<file path="config.mk">
export PLATFORM = sky130hd
export DESIGN_NAME = imm_gen_pipe
export DESIGN_NICKNAME = d
export VERILOG_FILES = /design/src/rtl/imm_gen_pipe.sv
export SDC_FILE = /design/constraint.sdc
export NUM_CORES = 1
export LEC_CHECK = 0
export ABC_AREA = 0
export BUFFER_PORTS_ARGS = -buffer_cell sky130_fd_sc_hd__buf_2
export CAP_MARGIN = 30
export CELL_PAD_IN_SITES_DETAIL_PLACEMENT = 2
export CELL_PAD_IN_SITES_GLOBAL_PLACEMENT = 2
export CORE_MARGIN = 3
export CORE_UTILIZATION = 35
export CTS_CLUSTER_SIZE = 16
export DETAILED_ROUTE_END_ITERATION = 8
export PLACE_DENSITY_LB_ADDON = 0.25
export SLEW_MARGIN = 20
export SYNTH_ARGS = -nofsm -noshare
export SYNTH_HDL_FRONTEND = slang
export SYNTH_SLANG_ARGS = --single-unit
</file>
<file path="constraint.sdc">
create_clock -name clk -period 3.2 [get_ports clk]
set_clock_uncertainty 0.1 [all_clocks]
set_input_delay 0.16 -clock clk [delete_from_list [all_inputs] [get_ports clk]]
set_output_delay 0.16 -clock clk [all_outputs]
set_load 0.005 [all_outputs]
</file>
<file path="src/rtl/imm_gen_pipe.sv">
// imm_gen_pipe: pipelined RV32I immediate generator with operand-B select and a 2-entry skid buffer.
// Optional IMM_ILLEGAL_DET_EN adds out_illegal for unknown opcodes.
module imm_gen_pipe #(
  parameter int XLEN  = 32,
  parameter int TAG_W = 5
) (
  input  logic             clk,
  input  logic             rst_n,
  input  logic             flush,
  input  logic             in_valid,
  output logic             in_ready,
  input  logic [31:0]      in_instr,
  input  logic [XLEN-1:0]  in_rs2_data,
  input  logic             in_alu_src,
  input  logic [TAG_W-1:0] in_tag,
  output logic             out_valid,
  input  logic             out_ready,
  output logic [XLEN-1:0]  out_imm,
  output logic [XLEN-1:0]  out_operand_b,
  output logic [2:0]       out_fmt,
  output logic [TAG_W-1:0] out_tag
`ifdef IMM_ILLEGAL_DET_EN
  , output logic           out_illegal
`endif
);
  typedef struct packed {
    logic [XLEN-1:0]  imm;
    logic [XLEN-1:0]  opb;
    logic [2:0]       fmt;
    logic [TAG_W-1:0] tag;
  } ent_t;
  ent_t main_e, skid_e, new_e;
  logic main_valid, skid_valid;
  logic [6:0] opc;
  logic is_r, is_i, is_s, is_b, is_u, is_j;
  logic [31:0] imm32;
  logic in_fire, out_fire;
  assign opc  = in_instr[6:0];
  assign is_i = opc == 7'h13 || opc == 7'h03 || opc == 7'h67 || opc == 7'h73;
  assign is_s = opc == 7'h23;
  assign is_b = opc == 7'h63;
  assign is_u = opc == 7'h37 || opc == 7'h17;
  assign is_j = opc == 7'h6f;
  assign is_r = opc == 7'h33;
  always_comb begin
    imm32 = is_i ? {{20{in_instr[31]}}, in_instr[31:20]} :
            is_s ? {{20{in_instr[31]}}, in_instr[31:25], in_instr[11:7]} :
            is_b ? {{19{in_instr[31]}}, in_instr[31], in_instr[7], in_instr[30:25], in_instr[11:8], 1'b0} :
            is_u ? {in_instr[31:12], 12'b0} :
            is_j ? {{11{in_instr[31]}}, in_instr[31], in_instr[19:12], in_instr[20], in_instr[30:21], 1'b0} :
            32'b0;
    new_e.imm = XLEN'($signed(imm32));
    new_e.opb = in_alu_src ? new_e.imm : in_rs2_data;
    new_e.fmt = is_i ? 3'd1 : is_s ? 3'd2 : is_b ? 3'd3 : is_u ? 3'd4 : is_j ? 3'd5 : 3'd0;
    new_e.tag = in_tag;
  end
  assign in_fire  = in_valid && in_ready && !flush;
  assign out_fire = main_valid && out_ready;
  // Main always feeds the output; skid only fills while main is stalled, so in_ready is a flop.
  always_ff @(posedge clk or negedge rst_n) begin
    if (!rst_n) begin
      main_valid <= 1'b0;
      skid_valid <= 1'b0;
      main_e     <= '0;
      skid_e     <= '0;
    end else if (flush) begin
      main_valid <= 1'b0;
      skid_valid <= 1'b0;
    end else if (!main_valid || out_fire) begin
      if (skid_valid) begin
        main_e     <= skid_e;
        skid_valid <= 1'b0;
      end else begin
        main_valid <= in_fire;
        if (in_fire) main_e <= new_e;
      end
    end else if (in_fire) begin
      skid_e     <= new_e;
      skid_valid <= 1'b1;
    end
  end
`ifdef IMM_ILLEGAL_DET_EN
  logic new_ill, main_ill, skid_ill;
  assign new_ill = !(is_r || is_i || is_s || is_b || is_u || is_j) || in_instr[1:0] != 2'b11;
  always_ff @(posedge clk or negedge rst_n) begin
    if (!rst_n) begin
      main_ill <= 1'b0;
      skid_ill <= 1'b0;
    end else if (!flush && (!main_valid || out_fire)) begin
      if (skid_valid) main_ill <= skid_ill;
      else if (in_fire) main_ill <= new_ill;
    end else if (!flush && in_fire) begin
      skid_ill <= new_ill;
    end
  end
  assign out_illegal = main_ill;
`endif
  assign in_ready      = !skid_valid;
  assign out_valid     = main_valid;
  assign out_imm       = main_e.imm;
  assign out_operand_b = main_e.opb;
  assign out_fmt       = main_e.fmt;
  assign out_tag       = main_e.tag;
endmodule
</file>
==> flow_summary.yaml <==
worst_setup_path:
  crit_path_end_kind: "register"
  critPathSlowestCell: "nor2_1"
  cp_slowest_stage_delay_ns: 0.56
  ff2ff_setup_slack_ns: 0.81
  ff2ff_path_depth: 6
  worstReg2RegStart: "skid_valid"
  crit_chain: "dlygate4sd3_1 > buf_2 > o21bai_1 > a21oi_4 > nand2_1 > buf_4 > nor2_1 > a21oi_1"
  critPathArrivalTime_ns: 2.67
  cp-endpoint: "out_operand_b[0]"
  cp-start-kind: "input pin"
  crit_fanout: 20
  timing.rr.end: "out_operand_b[0]"
  crit_required_ns: 3.36
  path_class: "input pin to register"
  crit_start: "flush"
floorplan:
  die_h_um: 145
  row_count: 50
  die_width_um: 145
  coreArea_um2: 18800
  die_area_um2: 21000
  io_pins: 149
  start_util: 0.358
logic_synthesis:
  synth_area_per_cell_um2: 9.20
  synth.area.top_cells: "dfrtp_1 (54%), a21oi_1 (7.5%), nand2_1 (7.1%), o21ai_0 (5.9%), and3_1 (3.3%)"
  ys_ff_latch: 146
  ys_seq_area_frac: 0.542
  synthesis.area_um2: 6740
  yosys_warnings: 0
  synthCells: 732
  yosysTopAreaCell: "dfrtp_1"
  synth_cell_type_count: 47
  synth_nets: 807
  synth_top_cell_area_share: 0.542
detailed_routing:
  initialDrtViolationCount: 293
  drc: 0
  vias_per_cell: 5.58
  drt_wl_total_um: 25600
  antenna_left: 0
  vias: 6410
  detail_route.wl_per_cell_um: 22.3
  first_pass_iters: 4
final_layout:
  drive_gt1_frac: 0.233
  regArea_um2: 3650
  multi_input_area_um2: 2840
  layout_common_cells: "buf_2 (147), dfrtp_1 (145), nand2_1 (127), a21oi_1 (101), o21ai_0 (80)"
  layout_commonest_cell: "buf_2"
  area.growth.synth_to_final_pct: 26.4
  fillers: 2037
  utilization: 0.452
  nets: 951
power:
  internal_power_w: 0.00357
  p_comb_frac: 0.139
  power_density_nw_per_um2: 575
  p_seq_frac: 0.451
  peakVddDrop_mv: 0.429
  power_leakage_nw: 4.00
  swShare: 0.272
  p_switching_w: 0.00133
  p_clk_frac: 0.410
grt:
  antenna_found_initial: 4
  grt_pass1_wl_um: 40300
  grt_pass1_vias: 7143
  overflow: 0
  grt_usage: 0.249
  grt_max_degree: 79
sta:
  final.period_utilization: 0.785
  fmax_mhz: 398
  period_minus_slack_ns: 2.51
  setup_violations: 0
  slew_headroom: 0.490
  fin_tns_setup_ns: 0
  worst_slew_pin_slew_ns: 0.766
  rsz0062_at_grt: "false"
  drv_slew: 0
  hold_violations: 0
min_path:
  min-delay-path-class: "input pin to register"
  min_from: "in_rs2_data[27]"
clocking:
  cts_tree: "yes"
  clock_sinks: 146
  cts_root_buffer: "clkbuf_16"
  ctsResizeCount: 0
  cts_setup_buffers: 0
  cts_buffers: 17
  insertion_delay_ns: 0.42
  htreeDepth: 4
  clk_pin_slew_ns: 0.06
  clockBufferDepth: 2
  hold_buffers: 22
placement:
  port_buffers: 148
  dp_hpwl_um: 17000
  globalplace.congestion: 0.836
status:
  status: "finished clean"
run:
  drv_cap: 0
==> cell type report <==
| cell class | instances | area share |
|---|---|---|
| multi-input combinational | 523 | 0.333 |
| timing repair buffer | 183 | 0.128 |
| inverter | 5 | 0.00220 |
| clock buffer | 21 | 0.0564 |
| clock inverter | 9 | 0.0125 |
| tap | 260 | 0.0382 |
| antenna | 2 | 0.000588 |
| sequential | 146 | 0.429 |
==> how the worst min path moves through the flow <==
stage | slack [ns] | cells after the start | end
floorplan | -0.24 | 0 | out_fmt[0]
global placement | 0.15 | 1 | skid_e[26]
detailed placement | 0.16 | 1 | skid_e[26]
CTS | 0.00002 | 3 | skid_e[35]
global route | 0.01 | 3 | skid_e[35]
finish | 0.005 | 3 | skid_e[35]
==> cells in the mapped netlist, drive strengths merged <==
library cell  number
clkbuf            45
o21ai             95
or4                1
o2bb2ai            1
buf               13
or2                6
nor3               2
a31oi              8
nor2              39
nor3b              1
mux2i             11
nand2b             4
o211ai            15
o21a               1
nand4b             2
nand2            128
o221ai            22
a211o              1
a2111oi            2
a221o              1
dfrtp            146
nor2b              7
a32oi              1
inv                5
mux2               1
nor4               1
nand3b             1
o32ai              1
xnor2              1
o31ai              5
or3                4
and3b              1
a21oi            102
nand3             14
and2               1
o21bai             1
and3              36
a22oi              6
==> registers in the layout, indices dropped and copies added (netlist names) <==
register	cells
out_operand_b	32
skid_e	72
skid_valid	1
out_imm	32
out_tag	5
out_fmt	3
out_valid	1
==> per-stage QoR <==
stage / total power [W] / worst slack [ns] / instance area [um^2] / hold WS [ns] / instances
after detailed placement: 0.00290 / 0.866 / 7710 / 0.158 / 1095
after floorplan: 0.00253 / 1.46 / 6740 / -0.236 / 732
after CTS: 0.00494 / 0.736 / 8510 / 0.0000150 / 1147
final: 0.00490 / 0.689 / 8520 / 0.00532 / 1149
after global placement: 0.00284 / 0.977 / 7710 / 0.150 / 1095
after global routing: 0.00513 / 0.514 / 8520 / 0.0129 / 1149
==> power groups by stage <==
stage / Combinational, W / Clock (W) / Sequential (W)
after global placement: 0.000616 / 0 / 0.00222
final: 0.000680 / 0.00201 / 0.00221
after global routing: 0.000775 / 0.00212 / 0.00224
after detailed placement: 0.000656 / 0 / 0.00224
after floorplan: 0.000321 / 0 / 0.00221
after CTS: 0.000688 / 0.00204 / 0.00221
==> logic make-up after synthesis <==
logic type,synth area share
flip-flops,0.542
AND/OR/NAND/NOR,0.170
buffers and inverters,0.0392
multiplexers,0.0180
AO/OA/AOI/OAI,0.229
XOR/XNOR,0.00130
==> metal layers <==
metal / wire [um] / vias up / GRT usage
met5: 13 / - / 0
met4: 301 / 2 / 0.0574
met3: 1410 / 25 / 0.0437
met2: 13000 / 160 / 0.428
met1: 10900 / 3329 / 0.329
li1: - / 2894 / -
==> critical path, delay by kind of cell <==
kind | cells | cell delay [ns]
buf+inv | 3 | 0.91
compound gates | 3 | 0.90
simple gates | 2 | 0.69
Note: power is estimated with default switching activity, not from simulation.
